File: config.mk
export PLATFORM = sky130hd
export DESIGN_NAME = led_status_scheduler
export DESIGN_NICKNAME = d
export VERILOG_FILES = /design/src/rtl/led_sched_pkg.sv /design/src/rtl/led_rr_pick.sv /design/src/rtl/led_status_scheduler.sv
export SDC_FILE = /design/constraint.sdc
export NUM_CORES = 1
export LEC_CHECK = 0
export CAP_MARGIN = 10
export CORE_ASPECT_RATIO = 0.5
export CORE_MARGIN = 1.5
export CORE_UTILIZATION = 60
export CTS_CLUSTER_DIAMETER = 30
export DETAILED_ROUTE_END_ITERATION = 10
export PLACE_DENSITY = 0.9
export SYNTH_ARGS = -nofsm -noshare
export SYNTH_HDL_FRONTEND = slang
export SYNTH_SLANG_ARGS = --single-unit
File: constraint.sdc
create_clock -name clk_200mhz -period 3.9 [get_ports clk_200mhz]
set_input_delay 0.78 -clock clk_200mhz [delete_from_list [all_inputs] [get_ports clk_200mhz]]
set_output_delay 0.78 -clock clk_200mhz [all_outputs]
set_load 0.01 [all_outputs]
File: src/rtl/led_sched_pkg.sv
// Shared types and sizing helpers for the LED status scheduler.
`timescale 1ns/1ps
package led_sched_pkg;

    localparam int LED_W = 8;

    typedef enum logic [1:0] {
        ST_IDLE = 2'd0,
        ST_SHOW = 2'd1,
        ST_GAP  = 2'd2
    } sched_state_t;

    // Bits needed to index n sources; never narrower than one bit.
    function automatic int src_idx_w(input int n);
        return (n > 2) ? $clog2(n) : 1;
    endfunction

    // Dwell/gap counter width, sized by the larger of the two loads.
    function automatic int slot_cnt_w(input int a, input int b);
        int m;
        m = (a > b) ? a : b;
        return (m > 2) ? $clog2(m) : 1;
    endfunction

endpackage

File: src/rtl/led_rr_pick.sv
// Combinational round-robin search starting one past the last grant.
`timescale 1ns/1ps
module led_rr_pick
    import led_sched_pkg::*;
#(
    parameter int NUM_SRC = 4,
    parameter int IDX_W   = src_idx_w(NUM_SRC)
) (
    input  logic [NUM_SRC-1:0] req,
    input  logic [IDX_W-1:0]   last,
    output logic [IDX_W-1:0]   pick,
    output logic               pick_valid
);

    int               cand;
    logic [IDX_W-1:0] cand_idx;

    always_comb begin
        pick       = '0;
        pick_valid = 1'b0;
        cand       = 0;
        cand_idx   = '0;
        // k = NUM_SRC lands back on last itself, so a lone requester is re-granted.
        for (int k = 1; k <= NUM_SRC; k++) begin
            cand     = (int'(last) + k) % NUM_SRC;
            cand_idx = IDX_W'(cand);
            if (!pick_valid && req[cand_idx]) begin
                pick       = cand_idx;
                pick_valid = 1'b1;
            end
        end
    end

endmodule

File: src/rtl/led_status_scheduler.sv
// Time-shares the board LEDs between status requesters in round-robin dwell
// slots separated by blank gaps; a heartbeat runs when nobody is asking.
`timescale 1ns/1ps
module led_status_scheduler
    import led_sched_pkg::*;
#(
    parameter int NUM_SRC      = 4,
    parameter int DWELL_CYCLES = 100_000_000,
    parameter int GAP_CYCLES   = 20_000_000,
    parameter int BLINK_LOG2   = 24,
    parameter int HB_LOG2      = 27,
    parameter int IDX_W        = src_idx_w(NUM_SRC)
) (
    input  logic                     clk_200mhz,
    input  logic                     rst_n,
    // src_valid is a level request with no ready: a source holds it high for as
    // long as it wants display time and is only looked at at decision points.
    input  logic [NUM_SRC-1:0]       src_valid,
    input  logic [NUM_SRC*LED_W-1:0] src_pattern,
    input  logic [NUM_SRC-1:0]       src_blink,
    output logic [LED_W-1:0]         gpio_led,
    output logic                     active_valid,
    output logic [IDX_W-1:0]         active_src,
    output logic                     slot_done,
    output sched_state_t             dbg_state
);

    localparam int CNT_W = slot_cnt_w(DWELL_CYCLES, GAP_CYCLES);
    localparam logic [CNT_W-1:0] DWELL_LOAD = CNT_W'(DWELL_CYCLES - 1);
    localparam logic [CNT_W-1:0] GAP_LOAD   = CNT_W'(GAP_CYCLES - 1);

    sched_state_t       state, state_nxt;
    logic [CNT_W-1:0]   cnt, cnt_nxt;
    logic [IDX_W-1:0]   last_grant, last_grant_nxt;
    logic [IDX_W-1:0]   active_src_nxt;
    logic               slot_done_nxt;
    logic [HB_LOG2:0]   fr_cnt;
    logic [IDX_W-1:0]   pick;
    logic               pick_valid;
    logic [LED_W-1:0]   pat_arr [NUM_SRC];

    wire blink_phase = fr_cnt[BLINK_LOG2];
    wire hb          = fr_cnt[HB_LOG2];

    for (genvar g = 0; g < NUM_SRC; g++) begin : g_unpack
        assign pat_arr[g] = src_pattern[g*LED_W +: LED_W];
    end

    led_rr_pick #(
        .NUM_SRC (NUM_SRC),
        .IDX_W   (IDX_W)
    ) u_pick (
        .req        (src_valid),
        .last       (last_grant),
        .pick       (pick),
        .pick_valid (pick_valid)
    );

    always_comb begin
        state_nxt      = state;
        cnt_nxt        = cnt;
        active_src_nxt = active_src;
        last_grant_nxt = last_grant;
        slot_done_nxt  = 1'b0;
        case (state)
            ST_IDLE: begin
                if (pick_valid) begin
                    state_nxt      = ST_SHOW;
                    active_src_nxt = pick;
                    last_grant_nxt = pick;
                    cnt_nxt        = DWELL_LOAD;
                end
            end
            ST_SHOW: begin
                // A dropped request and an expired dwell collapse into one end.
                if (!src_valid[active_src] || cnt == '0) begin
                    state_nxt     = ST_GAP;
                    cnt_nxt       = GAP_LOAD;
                    slot_done_nxt = 1'b1;
                end else begin
                    cnt_nxt = cnt - 1'b1;
                end
            end
            ST_GAP: begin
                if (cnt == '0) begin
                    if (pick_valid) begin
                        state_nxt      = ST_SHOW;
                        active_src_nxt = pick;
                        last_grant_nxt = pick;
                        cnt_nxt        = DWELL_LOAD;
                    end else begin
                        state_nxt = ST_IDLE;
                    end
                end else begin
                    cnt_nxt = cnt - 1'b1;
                end
            end
            default: state_nxt = ST_IDLE;
        endcase
    end

    always_ff @(posedge clk_200mhz or negedge rst_n) begin
        if (!rst_n) begin
            state      <= ST_IDLE;
            cnt        <= '0;
            last_grant <= IDX_W'(NUM_SRC - 1);
            active_src <= '0;
            slot_done  <= 1'b0;
            fr_cnt     <= '0;
        end else begin
            state      <= state_nxt;
            cnt        <= cnt_nxt;
            last_grant <= last_grant_nxt;
            active_src <= active_src_nxt;
            slot_done  <= slot_done_nxt;
            fr_cnt     <= fr_cnt + 1'b1;
        end
    end

    // LED drive follows the registered state, so it trails the FSM by one clock.
    always_ff @(posedge clk_200mhz or negedge rst_n) begin
        if (!rst_n) begin
            gpio_led     <= '0;
            active_valid <= 1'b0;
        end else begin
            active_valid <= (state == ST_SHOW);
            case (state)
                ST_IDLE: gpio_led <= {{(LED_W-1){1'b0}}, hb};
                ST_SHOW: gpio_led <= pat_arr[active_src]
                                     & {LED_W{~src_blink[active_src] | blink_phase}};
                default: gpio_led <= '0;
            endcase
        end
    end

    assign dbg_state = state;

endmodule
==> flow_metrics.env <==
export IMPL_min_period_ps=3110
export IMPL_start_util_pct=62.1
export IMPL_relSlewSlack_pct=23.4
export IMPL_ys_flop_type="dfrtp_1"
export IMPL_cts_made_buffers=9
export IMPL_routed_wl_mm=10.7
export IMPL_slew_viol_final=0
export IMPL_n_antenna_cell=0
export IMPL_setup_violations=0
export IMPL_synth_cells=426
export IMPL_holdWs_ps=361
export IMPL_postCtsSetupBuffers=0
export IMPL_final_cell_mix="dfrtp_1 (69), clkdlybuf4s50_1 (54), nor2_1 (37)"
export IMPL_grt_pass1_vias=3653
export IMPL_setup_worst_path_end_class="register"
export IMPL_power_frac_seq_pct=31.5
export IMPL_clkLatencyLatePin_ps=340
export IMPL_fin_skew_ps=5.41
export IMPL_intPower_w=0.00207
export IMPL_die_area_um2=7470
export IMPL_setup_worst_path_start="src_valid[0]"
export IMPL_nets=529
export IMPL_fin_crit_sh_pct=79.7
export IMPL_setup_tns_ps=0
export IMPL_synth_edf_count=0
export IMPL_io_buffers=55
export IMPL_synth_seq_area_share_pct=42.8
export IMPL_leakage_nw=2.07
export IMPL_avgSynthCellArea_um2=9.77
export IMPL_cts_tree="built"
export IMPL_final_layout_size_suffix_gt1_share_pct=9.69
export IMPL_dp_hpwl_mm=7.42
export IMPL_synth_seq_cells=71
export IMPL_nFillCells=431
export IMPL_drtIter0Drc=343
export IMPL_critPathMaxStageDelay_ps=670
export IMPL_path_cells="clkdlybuf4s50_1 -> or4_1 -> a21oi_1 -> o31ai_2 -> a31oi_1 -> o21ai_0 -> a22o_1"
export IMPL_antenna_left=0
export IMPL_postCtsResizedCells=0
export IMPL_wl_per_cell_um=18.6
export IMPL_cts_clk_slew_worst_paths_ps=60
export IMPL_ir_drop_uv=401
export IMPL_via_count=3775
export IMPL_grt_usage_pct=30.6
export IMPL_firstDrtPassIters=7
export IMPL_required_ps=4130
export IMPL_ios=56
export IMPL_hold_path_class="input pin to asynchronous set/reset pin"
export IMPL_crit_type="input pin to register"
export IMPL_status="finished clean"
export IMPL_remaining_drc_errors=0
export IMPL_p_sw_share_pct=41.5
export IMPL_synth_cell_types=57
export IMPL_arrival_ps=3340
export IMPL_final_util_pct=75.7
export IMPL_ff2ff_path_depth=6
export IMPL_cap_violations=0
export IMPL_r2r_slack_ps=1200
export IMPL_pwr_share_clk_pct=21.7
export IMPL_max_slew_worst_pin_slew_ps=1140
export IMPL_cp_max_fo=9
export IMPL_hold_buffers=0
export IMPL_rsz0062_at_grt="no"
export IMPL_r2r_start="active_src[1]"
export IMPL_antenna_found_initial=0
export IMPL_pwr_share_comb_pct=46.8
export IMPL_synth_nets=475
export IMPL_start_kind="input pin"
export IMPL_cts_htree_levels=3
export IMPL_finalHoldViolCount=0
export IMPL_layout_commonest_cell="dfrtp_1"
export IMPL_yosysWarnings=0
export IMPL_cp_top_family="compound AO/OA/AOI/OAI gates"
export IMPL_grt_pass1_wl_mm=17.3
export IMPL_syn_cell_area_um2=4160
export IMPL_netlist_area_leader_share_pct=41.5
export IMPL_r2r_end="cnt[19]"
export IMPL_p_switching_w=0.00147
export IMPL_fmax_mhz=322
export IMPL_synth_top_area_cell="dfrtp_1"
export IMPL_max_clock_path_buffers=2
export IMPL_die_w_um=121
export IMPL_gp_congestion=0.905
export IMPL_die_height_um=61.9
export IMPL_viasPerCell=6.54
export IMPL_cts_sinks=71
export IMPL_grt_max_degree=53
export IMPL_p_per_area_nw_per_um2=699
export IMPL_core_area_um2=6700
export IMPL_syn_to_final_growth_pct=21.9
export IMPL_synth_area_leaders="dfrtp_1 (41%), mux4_2 (5.4%), xnor2_1 (4.4%)"
export IMPL_cp_num_buf_inv=1
export IMPL_async_reset_ff_share_pct=100
export IMPL_crit_slowest_cell="or4_1"
export IMPL_cts_root_buf="clkbuf_16"
export IMPL_overflow=0
export IMPL_rows=21
==> layout make-up <==
cell class | count | area, um^2 | area share, %
Clock buffer | 11 | 243 | 4.79
Timing Repair Buffer | 61 | 591 | 11.6
Clock inverter | 5 | 33.8 | 0.666
Multi-Input combinational cell | 317 | 2240 | 44.1
Sequential cell | 71 | 1780 | 35.1
Inverter | 20 | 75.1 | 1.48
Tap cell | 92 | 115 | 2.27
==> state kept, by name, indices dropped and copies added (netlist names) <==
name	cells
dbg_state	2
active_valid	1
fr_cnt	28
cnt	27
gpio_led	8
slot_done	1
last_grant	2
active_src	2
==> worst max path at each step <==
stage,to,depth (start not counted),slack [ps]
after floorplan,cnt[13],7,1310
after global routing,cnt[13],7,610
final,cnt[13],7,790
after detailed placement,cnt[13],7,490
after CTS,cnt[13],7,840
after global placement,cnt[13],7,570
==> stage by stage <==
stage	power [W]	area, um^2	worst slack, ps	instances
2_1_floorplan	0.00222	4160	1310	426
3_3_place_gp	0.00267	4800	566	561
4_1_cts	0.00350	5070	838	577
6_report	0.00354	5070	792	577
5_1_grt	0.00374	5070	611	577
3_5_place_dp	0.00272	4800	489	561
==> cell families (layout without fill, tap and decap cells) <==
logic type	after synthesis	in the layout	share of synthesized area, %
adder cells (fa/ha/maj)	7	7	2.10
AO/OA/AOI/OAI	109	109	18.5
AND/OR/NAND/NOR	161	161	21.3
flip-flops	71	71	42.8
buffers and inverters	38	97	3.52
multiplexers	14	14	6.37
XOR/XNOR	26	26	5.47
==> metal layers <==
layer / vias up / wire (um) / global-route usage [%]
met5: - / 0 / 0
met4: 0 / 294 / 13.1
met3: 47 / 842 / 9.95
met2: 204 / 5320 / 52.4
met1: 1836 / 4270 / 37.3
li1: 1688 / - / -
==> Yosys cell counts, types with 5 or more instances <==
| cell type | instances |
|---|---|
| o21ai_0 | 24 |
| nand2_1 | 29 |
| a22o_1 | 6 |
| nor2_1 | 37 |
| nor2b_1 | 9 |
| nor3_1 | 13 |
| nand3_1 | 20 |
| ha_1 | 7 |
| xnor2_1 | 21 |
| a21oi_1 | 22 |
| mux4_2 | 10 |
| nand4_1 | 10 |
| and2_1 | 7 |
| a31oi_1 | 7 |
| xor2_1 | 5 |
| nor4_1 | 6 |
| and3_1 | 7 |
| clkbuf_1 | 14 |
| inv_1 | 20 |
| dfrtp_1 | 69 |
==> power groups by stage <==
stage	registers, W	clock network [W]	logic, W
floorplan	0.00107	0	0.00114
global placement	0.00111	0	0.00156
detailed placement	0.00112	0	0.00160
CTS	0.00111	0.000772	0.00162
global route	0.00113	0.000802	0.00181
finish	0.00112	0.000768	0.00166
Power figures use the tool's default switching activity.
